<file path="config.mk">
export PLATFORM = sky130hd
export DESIGN_NAME = stream_mux_nt1
export DESIGN_NICKNAME = d
export VERILOG_FILES = /design/src/rtl/stream_mux_nt1_pkg.sv /design/src/rtl/stream_mux_nt1_rr_arbiter.sv /design/src/rtl/stream_mux_nt1.sv
export SDC_FILE = /design/constraint.sdc
export NUM_CORES = 1
export LEC_CHECK = 0
export ABC_AREA = 1
export ABC_CLOCK_PERIOD_IN_PS = 3850
export CAP_MARGIN = 0
export CORE_ASPECT_RATIO = 0.6
export CORE_MARGIN = 2
export CORE_UTILIZATION = 25
export CTS_CLUSTER_DIAMETER = 30
export DETAILED_ROUTE_END_ITERATION = 8
export GPL_ROUTABILITY_DRIVEN = 0
export SYNTH_ARGS = -nofsm -noshare
export SYNTH_HDL_FRONTEND = slang
export SYNTH_SLANG_ARGS = --single-unit
</file>
<file path="constraint.sdc">
create_clock -name clk -period 3.85 [get_ports clk]
set_input_delay 0.9625 -clock clk [delete_from_list [all_inputs] [get_ports clk]]
set_output_delay 0.9625 -clock clk [all_outputs]
set_load 0.05 [all_outputs]
</file>
<file path="src/rtl/stream_mux_nt1_pkg.sv">
// Shared constants and types for the stream multiplexer.
package stream_mux_pkg;

  localparam int unsigned DEFAULT_WIDTH = 32;
  localparam int unsigned DEFAULT_N     = 2;

  // Wide enough to index the largest supported channel count (16)
  localparam int unsigned MAX_SELW = 4;

  typedef logic [MAX_SELW-1:0] grant_idx_t;

endpackage

</file>
<file path="src/rtl/stream_mux_nt1_rr_arbiter.sv">
// Round-robin arbiter: grants the first requester above the pointer, wrapping.
// Only built when STREAM_MUX_RR_EN is defined.
`ifdef STREAM_MUX_RR_EN
module rr_arbiter #(
  parameter int unsigned N    = 2,
  parameter int unsigned SELW = 1
) (
  input  logic [N-1:0]    req_i,
  input  logic [SELW-1:0] ptr_i,
  output logic [N-1:0]    gnt_oh_c_o,
  output logic [SELW-1:0] gnt_idx_c_o,
  output logic            gnt_vld_c_o
);

  logic            found_hi;
  logic            found_lo;
  logic [SELW-1:0] idx_hi;
  logic [SELW-1:0] idx_lo;

  // Lowest requester above the pointer wins; else lowest at/below it (wrap)
  always_comb begin
    found_hi    = 1'b0;
    found_lo    = 1'b0;
    idx_hi      = '0;
    idx_lo      = '0;
    gnt_vld_c_o = 1'b0;
    gnt_idx_c_o = '0;
    gnt_oh_c_o  = '0;
    for (int unsigned i = 0; i < N; i++) begin
      if (req_i[i] && (32'(ptr_i) < i) && !found_hi) begin
        found_hi = 1'b1;
        idx_hi   = SELW'(i);
      end
      if (req_i[i] && (32'(ptr_i) >= i) && !found_lo) begin
        found_lo = 1'b1;
        idx_lo   = SELW'(i);
      end
    end
    gnt_vld_c_o = found_hi || found_lo;
    gnt_idx_c_o = found_hi ? idx_hi : idx_lo;
    for (int unsigned i = 0; i < N; i++) begin
      gnt_oh_c_o[i] = gnt_vld_c_o && (gnt_idx_c_o == SELW'(i));
    end
  end

endmodule
`endif

</file>
<file path="src/rtl/stream_mux_nt1.sv">
// N-to-1 stream multiplexer with a one-entry registered output.
// Arbitration is fixed (ctrl select) by default; define STREAM_MUX_RR_EN
// for round-robin arbitration, in which case ctrl is ignored.
module stream_mux_nt1
  import stream_mux_pkg::*;
#(
  parameter int unsigned WIDTH = DEFAULT_WIDTH,
  parameter int unsigned N     = DEFAULT_N,
  parameter int unsigned SELW  = $clog2(N)
) (
  input  logic               clk,
  input  logic               rst,
  input  logic [N*WIDTH-1:0] in_data,
  input  logic [N-1:0]       in_valid,
  output logic [N-1:0]       in_ready,
  input  logic [SELW-1:0]    ctrl,
  output logic [WIDTH-1:0]   out_data,
  output logic               out_valid,
  input  logic               out_ready,
  output logic [SELW-1:0]    out_src
);

  logic             load_c;
  logic             gnt_vld_c;
  grant_idx_t       gnt_idx_c;
  logic [WIDTH-1:0] sel_data_c;

  logic             out_valid_q, out_valid_d;
  logic [WIDTH-1:0] out_data_q,  out_data_d;
  logic [SELW-1:0]  out_src_q,   out_src_d;

  // Output register can take a word when empty or being drained this cycle
  assign load_c = !out_valid_q || out_ready;

`ifdef STREAM_MUX_RR_EN
  logic [SELW-1:0] ptr_q, ptr_d;
  logic [N-1:0]    gnt_oh_c;
  logic [SELW-1:0] rr_idx_c;
  logic            unused_ctrl;

  assign unused_ctrl = ^ctrl;

  rr_arbiter #(
    .N    (N),
    .SELW (SELW)
  ) u_rr_arbiter (
    .req_i       (in_valid),
    .ptr_i       (ptr_q),
    .gnt_oh_c_o  (gnt_oh_c),
    .gnt_idx_c_o (rr_idx_c),
    .gnt_vld_c_o (gnt_vld_c)
  );

  assign gnt_idx_c = MAX_SELW'(rr_idx_c);

  // Ready only to the granted channel, and only when the register can load
  always_comb begin
    in_ready = '0;
    if (!rst && load_c) begin
      in_ready = gnt_oh_c;
    end
  end

  // Pointer moves to the winner only when an input transfer happens
  always_comb begin
    ptr_d = ptr_q;
    if (load_c && gnt_vld_c) begin
      ptr_d = rr_idx_c;
    end
  end

  // Round-robin pointer register
  always_ff @(posedge clk) begin
    if (rst) begin
      ptr_q <= SELW'(N - 1);
    end else begin
      ptr_q <= ptr_d;
    end
  end
`else
  // Fixed select: grant ctrl when it names an existing, valid channel
  always_comb begin
    gnt_vld_c = 1'b0;
    gnt_idx_c = '0;
    for (int unsigned i = 0; i < N; i++) begin
      if (ctrl == SELW'(i)) begin
        gnt_vld_c = in_valid[i];
        gnt_idx_c = MAX_SELW'(i);
      end
    end
  end

  // Ready only to the granted channel, and only when the register can load
  always_comb begin
    in_ready = '0;
    for (int unsigned i = 0; i < N; i++) begin
      in_ready[i] = !rst && load_c && gnt_vld_c && (gnt_idx_c == MAX_SELW'(i));
    end
  end
`endif

  // Data of the granted channel
  always_comb begin
    sel_data_c = '0;
    for (int unsigned i = 0; i < N; i++) begin
      if (gnt_idx_c == MAX_SELW'(i)) begin
        sel_data_c = in_data[i*WIDTH +: WIDTH];
      end
    end
  end

  // Next output word: capture on grant, go empty on load without grant
  always_comb begin
    out_valid_d = out_valid_q;
    out_data_d  = out_data_q;
    out_src_d   = out_src_q;
    if (load_c) begin
      out_valid_d = gnt_vld_c;
      if (gnt_vld_c) begin
        out_data_d = sel_data_c;
        out_src_d  = SELW'(gnt_idx_c);
      end
    end
  end

  // Output register; reset discards any word in flight
  always_ff @(posedge clk) begin
    if (rst) begin
      out_valid_q <= 1'b0;
      out_data_q  <= '0;
      out_src_q   <= '0;
    end else begin
      out_valid_q <= out_valid_d;
      out_data_q  <= out_data_d;
      out_src_q   <= out_src_d;
    end
  end

  assign out_valid = out_valid_q;
  assign out_data  = out_data_q;
  assign out_src   = out_src_q;

endmodule

</file>
After elaboration in Yosys (flattened, before gate mapping)
Index checks and enable logic that the tools add are counted. Widths: inputs -> output; s select.

Equal/unequal tests: 1. Mux-type cells: 4. Reductions and logical operators: 9.

Operator list (number): $mux 32 (2); $eq 4x1->1 const B (1); $logic_and 1x1->1 (4); $logic_not 4->1 (1); $logic_not 1->1 (2); $mux 1 (2); $reduce_and 2->1 (1); $logic_or 1x1->1 (1).

Register bits: 34. Output and inout port bits: 36.

Longest topological paths before layout
Word-level depth: 5. Gate-level depth with buffers: 6. Depth with buffers taken out: 5.

Worst setup path before layout
No wires, ideal clock.

Path kind: input port to output port. Start point: input port ctrl. End point: output port in_ready[0]. Arrival: 1956 ps. Data required time: 2888 ps. Setup slack: 932 ps. Cell stages on the path: 5. Cell sequence: buf_6 o21ai_4 buf_6 nand2_1 nor2_2.

Longest elaborated chain between the ends: 3. Elaborated cells on any way between the ends: 5. Classes of those cells: 2 x mux; 3 x reduce/logical.

RTL lines: from (decl) (RTL line stream_mux_nt1.sv:16) `input logic [SELW-1:0] ctrl,`; $mux 1 (RTL line stream_mux_nt1.sv:86) `if (ctrl == SELW'(i)) begin`; $logic_not 4->1 or $logic_and 1x1->1 (tied branches) (RTL line stream_mux_nt1.sv:97) `in_ready[i] = !rst && load_c && gnt_vld_c && (gnt_idx_c == MAX_SELW'(i));`; $logic_and 1x1->1 (*) (RTL line stream_mux_nt1.sv:97); to (decl) (RTL line stream_mux_nt1.sv:15) `output logic [N-1:0] in_ready,`.

Every way passes the cells marked *; elsewhere a longest branch is shown, timed or not.

Worst setup path in the final report
Start point: input port ctrl. End point: output port in_ready[1].

Longest elaborated chain between the ends: 3. Elaborated cells on any way between the ends: 5. Classes of those cells: 1 x eq/ne; 2 x mux; 2 x reduce/logical.

RTL lines (RTL line): $mux 1 (stream_mux_nt1.sv:86); $eq 4x1->1 or $logic_and 1x1->1 (tied branches) (stream_mux_nt1.sv:97); $logic_and 1x1->1 (*) (stream_mux_nt1.sv:97).

Marks and branches as above.

==> impl_results.md <==
- Max clock buf depth: 2
- Die Ht: 68.07 µm
- Placed insts: 446
- Routed Antenna Nets: 0
- Final setup fails: 0
- Port Buf Inserts: 105
- Syn_area_per_cell: 6.406 µm²
- Hpwl dp: 3951 µm
- Largest net degree at the start of global routing: 35
- Share of layout cells above drive strength 1: 4.645%
- Core area: 6648 µm²
- Clock Sinks: 34
- Area after DPL: 2816 µm²
- CP startpoint kind: primary input
- Crit path from: ctrl
- Pins Over Slew Limit: 0
- Worst EP arrival: 2.33 ns
- FF-to-FF End: out_data[9]
- RSZ-0062 raised after global routing: false
- P_leak: 1.398 nW
- Ys Warns: 0
- Setup Crit Path Kind: primary input to output pin
- Largest fanout on the critical path: 17
- Num CTS Buffers: 5
- Yosys top cell by area: dfxtp_1
- Vias: 1966
- Yosys reg bits: 34
- Layout Skew: 0.003748 ns
- Worst-Skew Late Latency: 0.27 ns
- Status: completed
- Routed len/inst: 11.91 µm
- Worst slew pin tran: 0.6833 ns
- Final non-filler cell total: 453
- CTS tree: done
- WL final: 5396 µm
- Crit path capture: in_ready[1]
- Worst Reg-to-Reg Cells: 4
- Cells after Synth: 267
- Global Route Usage Sum: 15.02%
- Largest vdd supply drop: 0.1668 mV
- Sequential area share after synthesis: 39.80%
- Final Hold Viols: 0
- NumNets Final: 436
- Setup bufs post-CTS: 0
- Grt total ovfl: 0
- CTS Root Cell: clkbuf_16
- Asr flop ratio synth: 0%
- Layout area overhead: 72.42%
- Number of diodes: 0
- Reg-to-Reg Start: out_valid
- Count leader, synth: nand2_1
- Mapped Area: 1710 µm²
- 1st-pass router iterations: 4
- # IOs: 106
- Initial core utilization: 25.73%
- Vias per cell: 4.340
- Syn Nets: 337
- Hold Crit Class: flip-flop to flip-flop
- Slew margin rel.: 54.40%
- Cell Pwr Density: 360.5 nW/µm²
- Area share of the largest cell type after synthesis: 39.80%
- Final worst path period share: 85.58%
- H-tree depth: 2
- Reg clk slew, reported paths: 0.05 ns
- Post-synth EDFFs: 0
- DR DRC count: 0
- Post-cts sizing count: 0
- Power, Total: 1.063 mW
- Max frequency: 303.5 MHz
- Die Span X: 110.8 µm
- Number of global-route vias before repair: 1943
- Area contributors post-synth: dfxtp_1 40%, nand2_1 29%, nand3_1 19%
- Post-synth top cells: 134 x nand2_1, 66 x nand3_1, 34 x dfxtp_1
- Finished Cell Area: 2949 µm²
- Fillers: 710
- CP endpoint kind: output pin
- Max Cap Viol: 0
- Number of distinct library cells after synthesis: 14
- CP Data Required Time: 2.89 ns
- Final TNS setup: 0 ns
- Row cnt: 23
- Tmin final: 3.295 ns
- Primary FF master, synth: dfxtp_1
- R2R Setup Slk: 2.46 ns
- Area of the die: 7541 µm²
- First-pass GRT wire length: 9101 µm
- Post-CTS Hold Fix Bufs: 0
- Initial detailed-routing violation count: 73
- Initial antenna violation count: 0
==> state kept, by name, indices dropped and copies added (netlist names) <==
name	flops
out_data	32
out_src	1
out_valid	1
==> cells by family (layout without fill, tap and decap cells) <==
| family | Yosys count | in the layout | synth area share [%] |
|---|---|---|---|
| compound gates | 2 | 2 | 1.244 |
| buf+inv | 27 | 126 | 8.705 |
| flops | 34 | 34 | 39.80 |
| simple gates | 204 | 204 | 50.26 |
==> per-stage QoR <==
stage               util, %  hold slack (ns)  setup WS [ns]
floorplan                 -           0.6922         0.9318
global placement      42.37           0.4532         0.5501
detailed placement    42.37           0.4587         0.5238
CTS                   44.36           0.4660         0.5246
global route          44.36           0.4786         0.3963
finish                44.36           0.4609         0.5551
==> report_power, final <==
part / total, mW / switching, mW / leakage [nW] / internal, mW
sequential: 0.389 / 0.0126 / 0.279 / 0.377
combinational: 0.311 / 0.178 / 1.05 / 0.133
clock: 0.363 / 0.127 / 0.0640 / 0.236
==> how the worst min path moves through the flow <==
| stage | startpoint | endpoint | slack, ns | depth (start not counted) |
|---|---|---|---|---|
| floorplan | out_data[23] | out_data[23] | 0.69 | 2 |
| finish | out_data[4] | out_data[4] | 0.46 | 2 |
| CTS | out_data[30] | out_data[30] | 0.47 | 2 |
| detailed placement | out_data[30] | out_data[30] | 0.46 | 2 |
| global placement | out_data[8] | out_data[8] | 0.45 | 2 |
| global route | out_data[30] | out_data[30] | 0.48 | 2 |
==> placed cells by master, fill, tap and decap left out, drive strengths merged <==
cell	count
buf	8
dfxtp	34
clkbuf	7
inv	7
nand2	134
nor2	3
clkinv	1
clkdlybuf4s50	103
o21ai	2
nand3	67
==> worst max-delay path, stage by stage <==
cell and delay, ns:
clkdlybuf4s50_1 0.49, o21ai_4 0.45, nand3_1 0.16, inv_1 0.12
buf_12 0.14
==> area by class of cell <==
cell class / count / area [µm²] / area share [%]
flip-flops and latches: 34 / 680.7 / 23.08
inverters: 8 / 30.03 / 1.018
repair buffers: 111 / 1116 / 37.84
well taps: 87 / 108.9 / 3.691
clock buffers: 7 / 132.6 / 4.497
multi-input cells: 206 / 880.8 / 29.87
==> metal layers <==
metal	vias to the layer above	GRT usage, %	wire length [µm]	part of all wire, %
met5	-	0	0	0
li1	1046	-	-	-
met2	66	24.69	2213	41
met1	849	18.98	2665	49
met3	5	5.934	483	9.0
met4	0	3.281	34	0.63
Power figures use the tool's default switching activity.
